==> config.mk <==
export PLATFORM = sky130hd
export DESIGN_NAME = sudoku_check_sched_flat
export DESIGN_NICKNAME = d
export VERILOG_FILES = /design/src/rtl/sudoku_check_sched_if.sv /design/src/rtl/sudoku_check_sched.sv /design/src/flat_wrapper.sv
export SDC_FILE = /design/constraint.sdc
export NUM_CORES = 1
export LEC_CHECK = 0
export CORE_AREA = 2 2 79 81
export CTS_CLUSTER_SIZE = 40
export DETAILED_ROUTE_END_ITERATION = 8
export DIE_AREA = 0 0 81 83
export MAX_ROUTING_LAYER = met4
export PLACE_DENSITY = 0.76
export SYNTH_ARGS = -nofsm -noshare
export SYNTH_HDL_FRONTEND = slang
export SYNTH_SLANG_ARGS = --single-unit
==> constraint.sdc <==
create_clock -name clk -period 7.15 [get_ports clk]
set_clock_uncertainty 0.05 [all_clocks]
set_input_delay 0.715 -clock clk [delete_from_list [all_inputs] [get_ports clk]]
set_output_delay 0.715 -clock clk [all_outputs]
set_load 0.1 [all_outputs]
==> src/rtl/sudoku_check_sched_if.sv <==
// sudoku_check_sched_if: read bus between the checker and the grid cell store
interface sudoku_check_sched_if;
  logic       rd_en;
  logic [6:0] rd_addr;
  logic [3:0] rd_data;
  modport master (output rd_en, rd_addr, input rd_data);
  modport slave (input rd_en, rd_addr, output rd_data);
endinterface

==> src/rtl/sudoku_check_sched.sv <==
// sudoku_check_sched: streams all 27 sudoku units from the cell store and flags the first rule violation
module sudoku_check_sched #(
  parameter bit STOP_ON_ERR = 0
) (
  input  logic                        clk,
  input  logic                        rst,
  input  logic                        start,
  input  logic                        abort,
  sudoku_check_sched_if.master        bus,
  output logic                        busy,
  output logic                        done,
  output logic                        err,
  output logic [1:0]                  err_unit,
  output logic [3:0]                  err_index
);
  typedef enum logic [2:0] {IDLE, ROW, COL, BOX, FLUSH, DONE} state_t;
  state_t state, nxt;
  logic [3:0] u, k, r, c, pi;
  logic [1:0] pu;
  logic v, pk0, bad, stop, go, kill, last;
  logic [8:0] mask, base, nmask;
  always_comb begin
    base = pk0 ? '0 : mask;
    bad = v && (bus.rd_data > 4'd9 || (bus.rd_data != 4'd0 && base[bus.rd_data - 4'd1]));
    nmask = (bus.rd_data != 4'd0 && bus.rd_data <= 4'd9) ? base | (9'd1 << (bus.rd_data - 4'd1)) : base;
    bus.rd_en = state inside {ROW, COL, BOX};
    busy = bus.rd_en || state == FLUSH;
    done = state == DONE;
    r = state == ROW ? u : state == COL ? k : 4'(u / 3 * 3 + k / 3);
    c = state == ROW ? k : state == COL ? u : 4'(u % 3 * 3 + k % 3);
    bus.rd_addr = bus.rd_en ? 7'(r) * 7'd9 + 7'(c) : '0;
    last = u == 4'd8 && k == 4'd8;
    stop = STOP_ON_ERR && bad && bus.rd_en;
    go = (state == IDLE || state == DONE) && start && !abort;
    kill = busy ? abort : state == DONE && abort && !start;
    nxt = state;
    if (go) nxt = ROW;
    else if (kill) nxt = IDLE;
    else if (state == FLUSH) nxt = DONE;
    else if (stop) nxt = FLUSH;
    else if (bus.rd_en && last) nxt = state == ROW ? COL : state == COL ? BOX : FLUSH;
  end
  always_ff @(posedge clk) begin
    if (rst) begin
      state <= IDLE;
      {u, k, pi, pu, v, pk0, mask, err, err_unit, err_index} <= '0;
    end else begin
      state <= nxt;
      k <= bus.rd_en && k != 4'd8 ? k + 4'd1 : '0;
      u <= !bus.rd_en ? '0 : k != 4'd8 ? u : last ? '0 : u + 4'd1;
      // tag of the read in flight, so errors are charged to the unit whose data is consumed
      v <= bus.rd_en && !stop && !kill;
      pu <= state == ROW ? 2'd0 : state == COL ? 2'd1 : 2'd2;
      pi <= u;
      pk0 <= k == 4'd0;
      if (v) mask <= nmask;
      if (go || kill) {err, err_unit, err_index} <= '0;
      else if (bad && !err) begin
        err <= 1'b1;
        err_unit <= pu;
        err_index <= pi;
      end
    end
  end
endmodule

==> src/flat_wrapper.sv <==
// flat-port wrapper written by rule: the top's interface ports become plain ports
module sudoku_check_sched_flat 
#(
  parameter bit STOP_ON_ERR = 0
)
  (clk, rst, start, abort, busy, done, err, err_unit, err_index, bus_rd_en, bus_rd_addr, bus_rd_data);
  sudoku_check_sched_if bus_i ();
  input  logic clk;
  input  logic rst;
  input  logic start;
  input  logic abort;
  output logic busy;
  output logic done;
  output logic err;
  output logic [1:0] err_unit;
  output logic [3:0] err_index;
  output wire logic [$bits(bus_i.rd_en)-1:0] bus_rd_en;
  output wire logic [$bits(bus_i.rd_addr)-1:0] bus_rd_addr;
  input wire logic [$bits(bus_i.rd_data)-1:0] bus_rd_data;
  assign bus_rd_en = bus_i.rd_en;
  assign bus_rd_addr = bus_i.rd_addr;
  assign bus_i.rd_data = bus_rd_data;
  sudoku_check_sched #(.STOP_ON_ERR(STOP_ON_ERR)) u_core (.clk(clk), .rst(rst), .start(start), .abort(abort), .bus(bus_i), .busy(busy), .done(done), .err(err), .err_unit(err_unit), .err_index(err_index));
endmodule
**Yosys cells after proc, flatten, opt, wreduce, memory -nomap -nowiden**

Index checks and enable logic that the tools add are counted.

- Register bits: 35
- Output and inout bits: 17

- $lt $le $gt $ge: 3
- Div/mod/pow operators: 4
- Bitwise operators: 3
- Reductions and logical operators: 32
- Add/subtract/negate cells: 6
- Equal/unequal tests: 8
- Shift operators: 1
- $mul: 3
- Multiplexer cells: 18

Operators by type and width:

| operator | number |
|---|---|
| divider 4 x 2 -> 32 bit, second input constant | 2 |
| remainder unit 4 x 2 -> 32 bit, second input constant | 2 |
| multiplier 32 x 2 -> 4 bit, second input constant | 2 |
| two-way mux 4 bit | 5 |
| two-way mux 9 bit | 2 |
| logical AND 1 bit | 12 |
| two-way mux 3 bit | 4 |
| OR 9 bit | 1 |
| << shifter 1 x 4 -> 9 bit, first input constant | 1 |
| adder 4 x 1 -> 4 bit, second input constant | 2 |
| adder 4 bit | 2 |
| equality test 4 bit, second input constant | 2 |
| nonzero test 4 bit | 2 |
| OR reduction 2 bit | 4 |
| adder 7 x 4 -> 7 bit | 1 |
| multiplier 4 x 4 -> 7 bit, second input constant | 1 |
| two-way mux 7 bit | 1 |
| equality test 3 x 2 -> 1 bit, second input constant | 2 |
| equality test 3 bit, second input constant | 2 |
| < comparator 4 x 5 -> 1 bit, second input constant | 1 |
| binary-select mux 1 bit (select 4 bit) | 1 |
| greater-than comparator 4 bit, second input constant | 1 |
| less-or-equal comparator 4 bit, second input constant | 1 |
| logical NOT 1 bit | 4 |
| other kinds (13) | 20 |

**Longest topological paths before layout**

Gate-level depths: netlist (run 1).

- Depth after elaboration: 8
- Depth in mapped cells: 28
- Mapped depth without buffers: 27

**Worst setup path before layout (run 1)**

OpenSTA, ideal clock, no wires.

- Path type: register to output
- From: register u_core.u[2]
- To: output bus_rd_addr[6]
- Buffers on the path: 2
- Data arrival time: 6.645 ns
- Stages on the path, launching flop included: 25
- Path slack: -0.260 ns
- Cells stage by stage: dfxtp_1 -> buf_4 -> clkbuf_1 -> ha_1 -> nand2b_1 -> a41o_2 -> xnor2_1 -> ha_1 -> nand3b_1 -> nor2_1 -> mux2_2 -> fa_1 -> ha_1 -> fa_1 -> o22a_1 -> o22ai_1 -> a21oi_1 -> ha_1 -> ha_1 -> a21o_1 -> a21oi_1 -> o21bai_1 -> a21oi_1 -> xor2_1 -> nor2_1

- Cells in the longest elaborated chain, start to end: 8

RTL lines:

| element | RTL line | source |
|---|---|---|
| from (decl) | sudoku_check_sched.sv:18 | `logic [3:0] u, k, r, c, pi;` |
| from (signal assigned) | sudoku_check_sched.sv:50 | `u <= !bus.rd_en ? '0 : k != 4'd8 ? u : last ? '0 : u + 4'd1;` |
| divider 4 x 2 -> 32 bit | sudoku_check_sched.sv:29 | `r = state == ROW ? u : state == COL ? k : 4'(u / 3 * 3 + k / 3);` |
| multiplier 32 x 2 -> 4 bit | sudoku_check_sched.sv:29 |  |
| adder 4 bit | sudoku_check_sched.sv:29 |  |
| two-way mux 4 bit (2 in series) | sudoku_check_sched.sv:29 |  |
| multiplier 4 x 4 -> 7 bit | sudoku_check_sched.sv:31 | `bus.rd_addr = bus.rd_en ? 7'(r) * 7'd9 + 7'(c) : '0;` |
| adder 7 x 4 -> 7 bit (*) | sudoku_check_sched.sv:31 |  |
| two-way mux 7 bit (*) | sudoku_check_sched.sv:31 |  |
| to (decl) | flat_wrapper.sv:18 | `output wire logic [$bits(bus_i.rd_addr)-1:0] bus_rd_addr;` |

Mark *: on every way between the ends. The rest lies on a longest branch, timed or not.

**Worst setup path in the final report (run 1)**

- From: register u_core.k[1]
- To: output bus_rd_addr[6]

- Cells in the longest elaborated chain, start to end: 7

RTL lines:

| element | RTL line | source |
|---|---|---|
| from (decl) | sudoku_check_sched.sv:18 |  |
| from (signal assigned) | sudoku_check_sched.sv:49 | `k <= bus.rd_en && k != 4'd8 ? k + 4'd1 : '0;` |
| divider 4 x 2 -> 32 bit | sudoku_check_sched.sv:29 |  |
| adder 4 bit | sudoku_check_sched.sv:29 |  |
| two-way mux 4 bit (2 in series) | sudoku_check_sched.sv:29 |  |
| multiplier 4 x 4 -> 7 bit | sudoku_check_sched.sv:31 |  |
| adder 7 x 4 -> 7 bit (*) | sudoku_check_sched.sv:31 |  |
| two-way mux 7 bit (*) | sudoku_check_sched.sv:31 |  |

Marks and branches as above.

==> flow_summary_export.csv, run 1 <==
group,metric,value,unit
routing,wire_per_inst,14.2,um
pwr,pwr-share-clk,34.8,%
floorplanning,start_util,53.6,%
finish,syn_to_final_growth,15.7,%
floorplanning,core,0.00582,mm^2
pwr,switching_share,27.9,%
finish,instances_no_fill,472,
clocking,clk_path_buf_depth,2,
pwr,p_per_area,110,mW/mm^2
timing,tns,0,ns
finish,antenna_cells,0,
setup_path,r2r_cells,6,
timing,rsz0062_at_grt,"no",
setup_path,required,6.38,ns
timing,hold_ws,0.406,ns
timing,fin_crit_sh,94.9,%
routing,vias,2771,
pwr,comb_power_share,15.4,%
global_route,grt_max_degree,28,
synth,syn_nets,432,
clocking,cts_tree,"built",
routing,dr.max_layer_used,"met4",
flow_run,maxCapViolCount,0,
floorplanning,fp.dieW,81,um
placed_design,hpwl,5140,um
timing,fin_ws,0.363,ns
worst_hold_path,hold_class,"reg2reg",
placed_design,place.gp.congestion,0.907,
placed_design,placedCellCount,464,
run_status,status,"finished, final reports clean",
clocking,postCtsSetupBuffers,0,
pwr,p_sw,0.111,mW
synth,ys_types,60,
routing,drc_errors,0,
routing,antenna_left,0,
setup_path,criticalPathCategory,"reg2out",
timing,maxSlewViolCount,0,
clocking,htree_levels,2,
pwr,internal_power,0.287,mW
synth,yosysWarnings,0,
global_route,grt_use_total,21.5,%
setup_path,crit_fanout,9,
clocking,cts.sinks,35,
clocking,clkLatencyLatePin,0.29,ns
synth,synth_cells,381,
timing,timing.fmax,0.147,GHz
synth,synth-seq-cells,35,
routing,wl_met2,2960,um
routing,wirelength,6700,um
setup_path,crit_path_end_kind,"output port",
routing,drt_iter0_drc,164,
routing,wl_met3,449,um
placed_design,preCtsSetupSlack,0.201,ns
timing,finalSetupViolCount,0,
synth,synthArstFlopShare,0,%
synth,synth_edf_count,0,
timing,hold_viol_final,0,
finish,final_layout_size_suffix_gt1_share,13.6,%
clocking,clk_pin_slew,0.07,ns
global_route,grt_pass1_wl,11400,um
pwr,irDropWorstVdd,74.4,uV
synth,synthesis.area,0.00312,mm^2
global_route,grt_overflow_total,0,
global_route,antenna_found_initial,0,
floorplanning,rows,28,
pwr,leakagePower,1.40,nW
timing,fin_crit,6.79,ns
finish,nets,447,
global_route,grt_pass1_vias,2493,
routing,first_pass_iters,5,
timing,relSlewSlack,33.1,%
clocking,root_buffer,"clkbuf_8",
clocking,numCtsBuffers,5,
floorplanning,io_pins,25,
routing,viasPerCell,5.87,
routing,wl_met1,3150,um
floorplanning,die_y,83,um
synth,synth-main-ff-cell,"dfxtp_1",
placed_design,port_buffers,24,
synth,ys_seq_area_share,22.5,%
pwr,power_frac_seq,49.8,%
setup_path,crit_arrival,6.02,ns
setup_path,cp-start-kind,"flop",
timing,worst_pin_slew,1.00,ns
floorplanning,fp.dieArea,0.00672,mm^2
synth,syn_avg_cell_area,8.18,um^2
worst_hold_path,hold_depth,2,
## power groups by stage
stage	sequential, mW	clock [mW]	combinational (mW)
floorplan	0.202	0	0.0437
global placement	0.203	0	0.0581
detailed placement	0.203	0	0.0592
CTS	0.199	0.143	0.0596
global route	0.198	0.152	0.0676
finish	0.198	0.138	0.0613
## final timing paths
kind | from | end | slack [ns]
setup / recovery | u_core.k[1]$_SDFF_PP0_ | bus_rd_addr[6] | 0.36
hold / removal | u_core.mask[1]$_SDFFE_PP0P_ | u_core.mask[1]$_SDFFE_PP0P_ | 0.41
setup reg to reg | u_core.state[0]$_SDFFE_PP0P_ | u_core.state[2]$_SDFFE_PP0P_ | 4.66
hold reg to reg | u_core.mask[1]$_SDFFE_PP0P_ | u_core.mask[1]$_SDFFE_PP0P_ | 0.41
## cell families after synthesis
family / count (synthesis) / share of synthesized area (%)
and+or+nand+nor: 132 / 21.6
adders and majority gates: 43 / 19.0
DFF: 35 / 22.5
AOI/OAI and AO/OA: 90 / 20.2
muxes: 14 / 4.58
buffers and inverters: 49 / 7.07
xor gates and xnor gates: 18 / 5.06
## cell usage after synthesis, drive strengths merged (5+ instances only)
cell type	instances	area, um^2
fa	7	140
o21ai	11	58.8
buf	14	88.8
xor2	6	52.6
o22a	6	53.8
nor3	10	55.1
ha	36	450
nand2	21	78.8
nor2	46	173
dfxtp	35	701
or3	5	36.3
nand3	8	40.0
nor2b	7	43.8
a32oi	5	43.8
a21oi	28	140
inv	24	90.1
clkbuf	10	37.5
mux2i	12	120
o22ai	12	75.1
xnor2	12	105
nand2b	9	56.3
## repair_timing
| action | in CTS | in global routing |
|---|---|---|
| cloned | 0 | 0 |
| pin swaps | 0 | 3 |
| resized for setup | 2 | 16 |
| endpoints found under the setup margin | 1 | 4 |
| hold buffers | 0 | 0 |
## sequential cells by signal (all words and copies together) (netlist names)
signal and count:
u_core.mask 9, u_core.err_unit 2, u_core.pk0 1, u_core.u 4, u_core.pi 4, u_core.err 1
u_core.state 3, u_core.err_index 4, u_core.v 1, u_core.k 4, u_core.pu 2
## cell type report
class	count	area [um^2]
multi-input combinational	297	2270
fill	516	2210
sequential	35	709
timing repair buffer	32	348
inverter	25	93.8
tap	75	93.8
clock buffer	6	72.6
clock inverter	2	12.5
## through the flow
stage | cell area [um^2] | utilization (%) | total power, mW
2_1_floorplan | 3120 | - | 0.246
3_3_place_gp | 3440 | 59.1 | 0.261
3_5_place_dp | 3440 | 59.1 | 0.262
4_1_cts | 3530 | 60.7 | 0.401
5_1_grt | 3600 | 62.0 | 0.418
6_report | 3600 | 62.0 | 0.398
## worst max-delay path, cell delays in order (launching register included)
cell	delay (ns)
dfxtp_1	0.53
ha_2	0.34
a211oi_2	0.09
and2_1	0.19
or3_1	0.39
ha_1	0.24
nor3_2	0.29
mux2_2	0.38
fa_1	0.43
ha_1	0.22
fa_1	0.48
o22a_1	0.22
o22ai_1	0.13
a21oi_1	0.07
ha_1	0.36
ha_1	0.30
a21o_1	0.19
a21oi_2	0.15
o21bai_1	0.08
a21oi_1	0.17
xor2_1	0.19
nor2_2	0.07
buf_12	0.20
## routing by layer
layer	vias to the layer above	global-route usage, %
met1	1280	29.4
met2	102	31.5
li1	1376	-
met5	-	-
met3	13	3.91
met4	0	8.01
## layout by cell type (no fill, tap or decap), types with 10 or more instances in the layout
| cell | count |
|---|---|
| a21oi_1 | 27 |
| clkdlybuf4s50_1 | 18 |
| dfxtp_1 | 32 |
| ha_1 | 32 |
| inv_1 | 23 |
| mux2i_1 | 12 |
| nand2_1 | 21 |
| nor2_1 | 42 |
| o22ai_1 | 12 |
| xnor2_1 | 10 |
No activity file was read; power rests on OpenSTA's default activity.
==> run 2: changes to the inputs <==
--- a/config.mk
+++ b/config.mk
@@ -9,6 +9,7 @@
 export CTS_CLUSTER_SIZE = 40
 export DETAILED_ROUTE_END_ITERATION = 8
 export DIE_AREA = 0 0 81 83
+export GPL_ROUTABILITY_DRIVEN = 0
 export MAX_ROUTING_LAYER = met4
 export PLACE_DENSITY = 0.76
 export SYNTH_ARGS = -nofsm -noshare
==> flow_summary_export.csv, run 2 (synthesis results as in run 1) <==
group,metric,value,unit
placed_design,dpl_cell_area,0.00345,mm^2
timing,tns,0,ns
routing,antenna_left,0,
setup_path,crit_path_end_kind,"output port",
setup_path,cp-start-kind,"flop",
clocking,cts.sinks,35,
setup_path,critPathLaunch,"u_core.u[3]$_SDFFE_PP0P_",
finish,nets,453,
timing,relSlewSlack,34.8,%
finish,layout_commonest_cell,"nor2_1",
setup_path,required,6.38,ns
routing,viasPerCell,5.84,
finish,final_layout_size_suffix_gt1_share,14.4,%
setup_path,timing.rr.end,"u_core.state[2]$_SDFFE_PP0P_",
clocking,clk_pin_slew,0.06,ns
finish,antenna_cells,0,
global_route,antenna_found_initial,0,
worst_hold_path,hold_class,"reg2reg",
global_route,grt_pass1_vias,2627,
flow_run,maxCapViolCount,0,
setup_path,r2r_cells,6,
run_status,status,"finished, final reports clean",
clocking,clk_path_buf_depth,2,
clocking,htree_levels,2,
finish,largest_register_ff_count,9,
worst_hold_path,hold_end,"u_core.mask[2]$_SDFFE_PP0P_",
routing,wire_per_inst,14.6,um
placed_design,hpwl,5150,um
routing,first_pass_iters,4,
timing,fin_ws,0.284,ns
worst_hold_path,hold_depth,2,
setup_path,reg2reg_setup_slack,4.74,ns
routing,vias,2790,
clocking,cts_hold_buf,0,
timing,timing.fmax,0.146,GHz
worst_hold_path,min_from,"u_core.mask[2]$_SDFFE_PP0P_",
pwr,irDropWorstVdd,86.5,uV
pwr,p_per_area,109,mW/mm^2
floorplanning,fp.dieW,81,um
clocking,cts_tree,"built",
finish,regMostFlops,"u_core.mask",
placed_design,port_buffers,24,
timing,fin_crit_sh,96.0,%
pwr,p_total,0.396,mW
floorplanning,io_pins,25,
timing,finalSetupViolCount,0,
routing,drc_errors,0,
clocking,clkLatencyLatePin,0.29,ns
global_route,grt_overflow_total,0,
timing,fin_crit,6.87,ns
global_route,grt_max_degree,28,
finish,mostFrequentLayoutCells,"nor2_1 (42), ha_1 (33), dfxtp_1 (31)",
finish,syn_to_final_growth,16.9,%
setup_path,r2r-start,"u_core.state[0]$_SDFFE_PP0P_",
timing,worst_pin_slew,0.975,ns
global_route,grt_use_total,22.2,%
routing,wirelength,6960,um
floorplanning,start_util,53.6,%
clocking,numCtsBuffers,5,
setup_path,crit_arrival,6.10,ns
floorplanning,fp.dieArea,0.00672,mm^2
setup_path,crit_fanout,7,
routing,drt_iter0_drc,162,
setup_path,criticalPathCategory,"reg2out",
timing,maxSlewViolCount,0,
placed_design,preCtsSetupSlack,0.176,ns
clocking,root_buffer,"clkbuf_8",
floorplanning,core,0.00582,mm^2
finish,final_util,62.7,%
timing,hold_viol_final,0,
finish,fin_area,0.00364,mm^2
global_route,grt_pass1_wl,11800,um
floorplanning,rows,28,
floorplanning,die_y,83,um
pwr,leakagePower,1.44,nW
run 2: cell count changes in the layout (fill, tap and decap cells not counted), moves of 2 or more:
cell,previous run,this run
buf_4,9,15
xnor2_2,2,0
dfxtp_2,1,3
xnor2_1,10,12
run 2: metrics by stage:
step,instances,hold WS (ns)
6_report,478,0.410
5_1_grt,478,0.437
4_1_cts,473,0.413
3_5_place_dp,465,0.403
3_3_place_gp,465,0.398
2_1_floorplan,381,0.382
run 2: routing by layer:
metal | track usage (%) | vias up | part of all wire [%]
met5 | - | - | 0
met4 | 5.86 | 0 | 1.1
met3 | 3.37 | 9 | 4.3
met2 | 34.5 | 55 | 47
met1 | 29.9 | 1328 | 48
li1 | - | 1398 | -
run 2: area by class of cell:
type	instances	area, um^2
fillers	526	2170
multi-input cells	297	2270
inverters	25	93.8
repair buffers	38	393
flip-flops and latches	35	708
clock inverters	2	12.5
well taps	75	93.8
clock buffers	6	72.6
run 2: timing repair:
| item | in CTS | in global routing |
|---|---|---|
| hold endpoints to repair | 0 | 0 |
| pin swaps | 0 | 4 |
| gates resized for setup | 3 | 15 |
| buffers inserted | 0 | 5 |
| endpoints found under the setup margin | 2 | 3 |
run 2: critical path, stage by stage, from the launching register on:
cell and delay (ns):
dfxtp_2 0.37, ha_1 0.37, nand2b_1 0.19, a41o_4 0.32
xnor2_1 0.16, ha_2 0.22, nand3b_1 0.22, nor2_4 0.21
mux2_2 0.40, fa_1 0.49, ha_1 0.23, fa_1 0.41
xor2_2 0.16, a21oi_1 0.08, nand2b_1 0.18, a221oi_2 0.32
ha_1 0.28, ha_1 0.35, a21oi_2 0.18, o21bai_1 0.08
a21oi_1 0.17, xor2_1 0.19, nor2_2 0.07, buf_12 0.16
run 2: how the worst max path moves through the flow:
stage	slack [ns]	cells after the start	to
after CTS	0.09	24	bus_rd_addr[6]
final	0.28	23	bus_rd_addr[6]
after floorplan	0.13	20	bus_rd_addr[3]
after detailed placement	0.18	24	bus_rd_addr[6]
after global routing	-0.07	23	bus_rd_addr[6]
after global placement	0.41	24	bus_rd_addr[6]
run 2: report_power, final:
part / internal (mW) / switching, mW / leakage (nW)
clock: 0.0679 / 0.0693 / 0.0412
sequential: 0.196 / 0.00215 / 0.285
combinational: 0.0226 / 0.0379 / 1.11
total: 0.287 / 0.109 / 1.44
==> run 3: changes to the inputs <==
--- a/config.mk
+++ b/config.mk
@@ -5,13 +5,13 @@
 export SDC_FILE = /design/constraint.sdc
 export NUM_CORES = 1
 export LEC_CHECK = 0
-export CORE_AREA = 2 2 79 81
+export CORE_AREA = 2 2 77 79
 export CTS_CLUSTER_SIZE = 40
 export DETAILED_ROUTE_END_ITERATION = 8
-export DIE_AREA = 0 0 81 83
+export DIE_AREA = 0 0 79 81
 export GPL_ROUTABILITY_DRIVEN = 0
 export MAX_ROUTING_LAYER = met4
-export PLACE_DENSITY = 0.76
+export PLACE_DENSITY = 0.84
 export SYNTH_ARGS = -nofsm -noshare
 export SYNTH_HDL_FRONTEND = slang
 export SYNTH_SLANG_ARGS = --single-unit
==> flow_summary_export.csv, run 3 (synthesis results as in run 1) <==
group,metric,value,unit
run_status,status,"finished, final reports clean",
placed_design,placedCellCount,463,
finish,syn_to_final_growth,16.9,%
timing,fin_crit,6.88,ns
setup_path,required,6.38,ns
pwr,p_per_area,111,mW/mm^2
setup_path,crit_fanout,7,
pwr,leakagePower,1.43,nW
clocking,clk_pin_slew,0.08,ns
setup_path,cpMostUsedCell,"ha_1",
finish,fin_area,0.00364,mm^2
clocking,clkLatencyLatePin,0.29,ns
timing,tns,0,ns
clocking,htree_levels,2,
placed_design,dpl_cell_area,0.00343,mm^2
global_route,grt_pass1_wl,11900,um
setup_path,cp-start-kind,"flop",
timing,fin_ws,0.268,ns
finish,final_util,64.2,%
floorplanning,start_util,54.9,%
timing,relSlewSlack,34.7,%
global_route,grt_pass1_vias,2747,
worst_hold_path,hold_depth,2,
finish,nets,451,
global_route,grt_use_total,23.6,%
placed_design,hpwl,5330,um
clocking,root_buffer,"clkbuf_8",
routing,drc_errors,0,
clocking,numCtsBuffers,5,
timing,hold_ws,0.411,ns
setup_path,critPathLaunch,"u_core.u[1]$_SDFFE_PP0P_",
finish,mostFrequentLayoutCells,"nor2_1 (42), ha_1 (32), dfxtp_1 (32)",
timing,worst_pin_slew,0.977,ns
routing,wirelength,7460,um
setup_path,path_cells,"ha_1, a211oi_1, a41o_2, xnor2_1, ha_2, nand3b_1, nor2_4, mux2_2, fa_1, ha_1, fa_1, o22a_1, o22ai_1, a21oi_1, ha_1, ha_1, a21o_1, a21oi_2, o21bai_1, a21oi_1, xor2_1, nor2_2, buf_12",
clocking,cts_hold_buf,0,
setup_path,crit_arrival,6.12,ns
floorplanning,core,0.00568,mm^2
pwr,irDropWorstVdd,66.3,uV
global_route,antenna_found_initial,0,
worst_hold_path,hold_class,"reg2reg",
setup_path,cpMaxStageDelayCell,"dfxtp_1",
finish,final_layout_size_suffix_gt1_share,14.5,%
flow_run,maxCapViolCount,0,
clocking,clk_path_buf_depth,2,
timing,timing.fmax,0.145,GHz
routing,antenna_left,0,
clocking,cts_tree,"built",
timing,fin_crit_sh,96.3,%
finish,layout_commonest_cell,"nor2_1",
routing,first_pass_iters,5,
floorplanning,rows,28,
finish,regMostFlops,"u_core.mask",
setup_path,max_stage_delay,0.53,ns
timing,maxSlewViolCount,0,
placed_design,preCtsSetupSlack,0.183,ns
pwr,p_total,0.405,mW
floorplanning,fp.dieW,79,um
floorplanning,fp.dieArea,0.00640,mm^2
floorplanning,io_pins,25,
finish,largest_register_ff_count,9,
routing,viasPerCell,6.07,
setup_path,r2r-start,"u_core.state[0]$_SDFFE_PP0P_",
routing,wire_per_inst,15.7,um
setup_path,crit_path_end_kind,"output port",
setup_path,criticalPathCategory,"reg2out",
global_route,grt_max_degree,28,
timing,hold_viol_final,0,
routing,drt_iter0_drc,179,
finish,antenna_cells,0,
finish,instances_no_fill,476,
worst_hold_path,min_from,"u_core.mask[2]$_SDFFE_PP0P_",
global_route,grt_overflow_total,0,
placed_design,port_buffers,24,
setup_path,r2r_cells,6,
timing,finalSetupViolCount,0,
clocking,cts.sinks,35,
finish,fillers,461,
floorplanning,die_y,81,um
routing,vias,2887,
run 3: metal layers:
metal	global-route usage, %	wire [um]	up-vias
met5	-	0	-
met4	9.83	126	0
met3	3.44	421	16
met2	41.5	3900	105
met1	26.9	3010	1378
li1	-	-	1388
run 3: cell type report:
| class | count | area (um^2) | area share (%) |
|---|---|---|---|
| tap | 75 | 93.8 | 2.58 |
| multi-input combinational | 297 | 2280 | 62.6 |
| clock buffer | 5 | 68.8 | 1.89 |
| inverter | 25 | 93.8 | 2.58 |
| sequential | 35 | 707 | 19.4 |
| timing repair buffer | 36 | 378 | 10.4 |
| clock inverter | 3 | 20.0 | 0.550 |
run 3: worst paths after layout:
check / to / slack, ns
worst max-delay path: bus_rd_addr[6] / 0.27
worst min-delay path: u_core.mask[2]$_SDFFE_PP0P_ / 0.41
worst max register to register: u_core.err_index[1]$_SDFFE_PP0P_ / 4.56
worst min register to register: u_core.mask[2]$_SDFFE_PP0P_ / 0.41
run 3: power by group:
group          switching, mW  total, mW  internal, mW
logic                 0.0383     0.0609        0.0226
clock network         0.0778      0.146        0.0678
registers            0.00221      0.198         0.196
run 3: repair_timing:
| item | CTS | global route |
|---|---|---|
| pin swaps | 0 | 3 |
| hold endpoints to repair | 0 | 0 |
| gates resized for setup | 3 | 15 |
| setup endpoints to repair | 1 | 3 |
| setup buffers | 0 | 5 |
run 3: worst max-delay path: cells and delay by family, from the launching register on:
kind / cells / cell delay [ns]
buffers and inverters: 1 / 0.20
adder cells (fa/ha/maj): 7 / 2.39
flip-flops: 1 / 0.53
XOR/XNOR: 2 / 0.35
AND/OR/NAND/NOR: 3 / 0.50
multiplexers: 1 / 0.40
AO/OA/AOI/OAI: 9 / 1.47
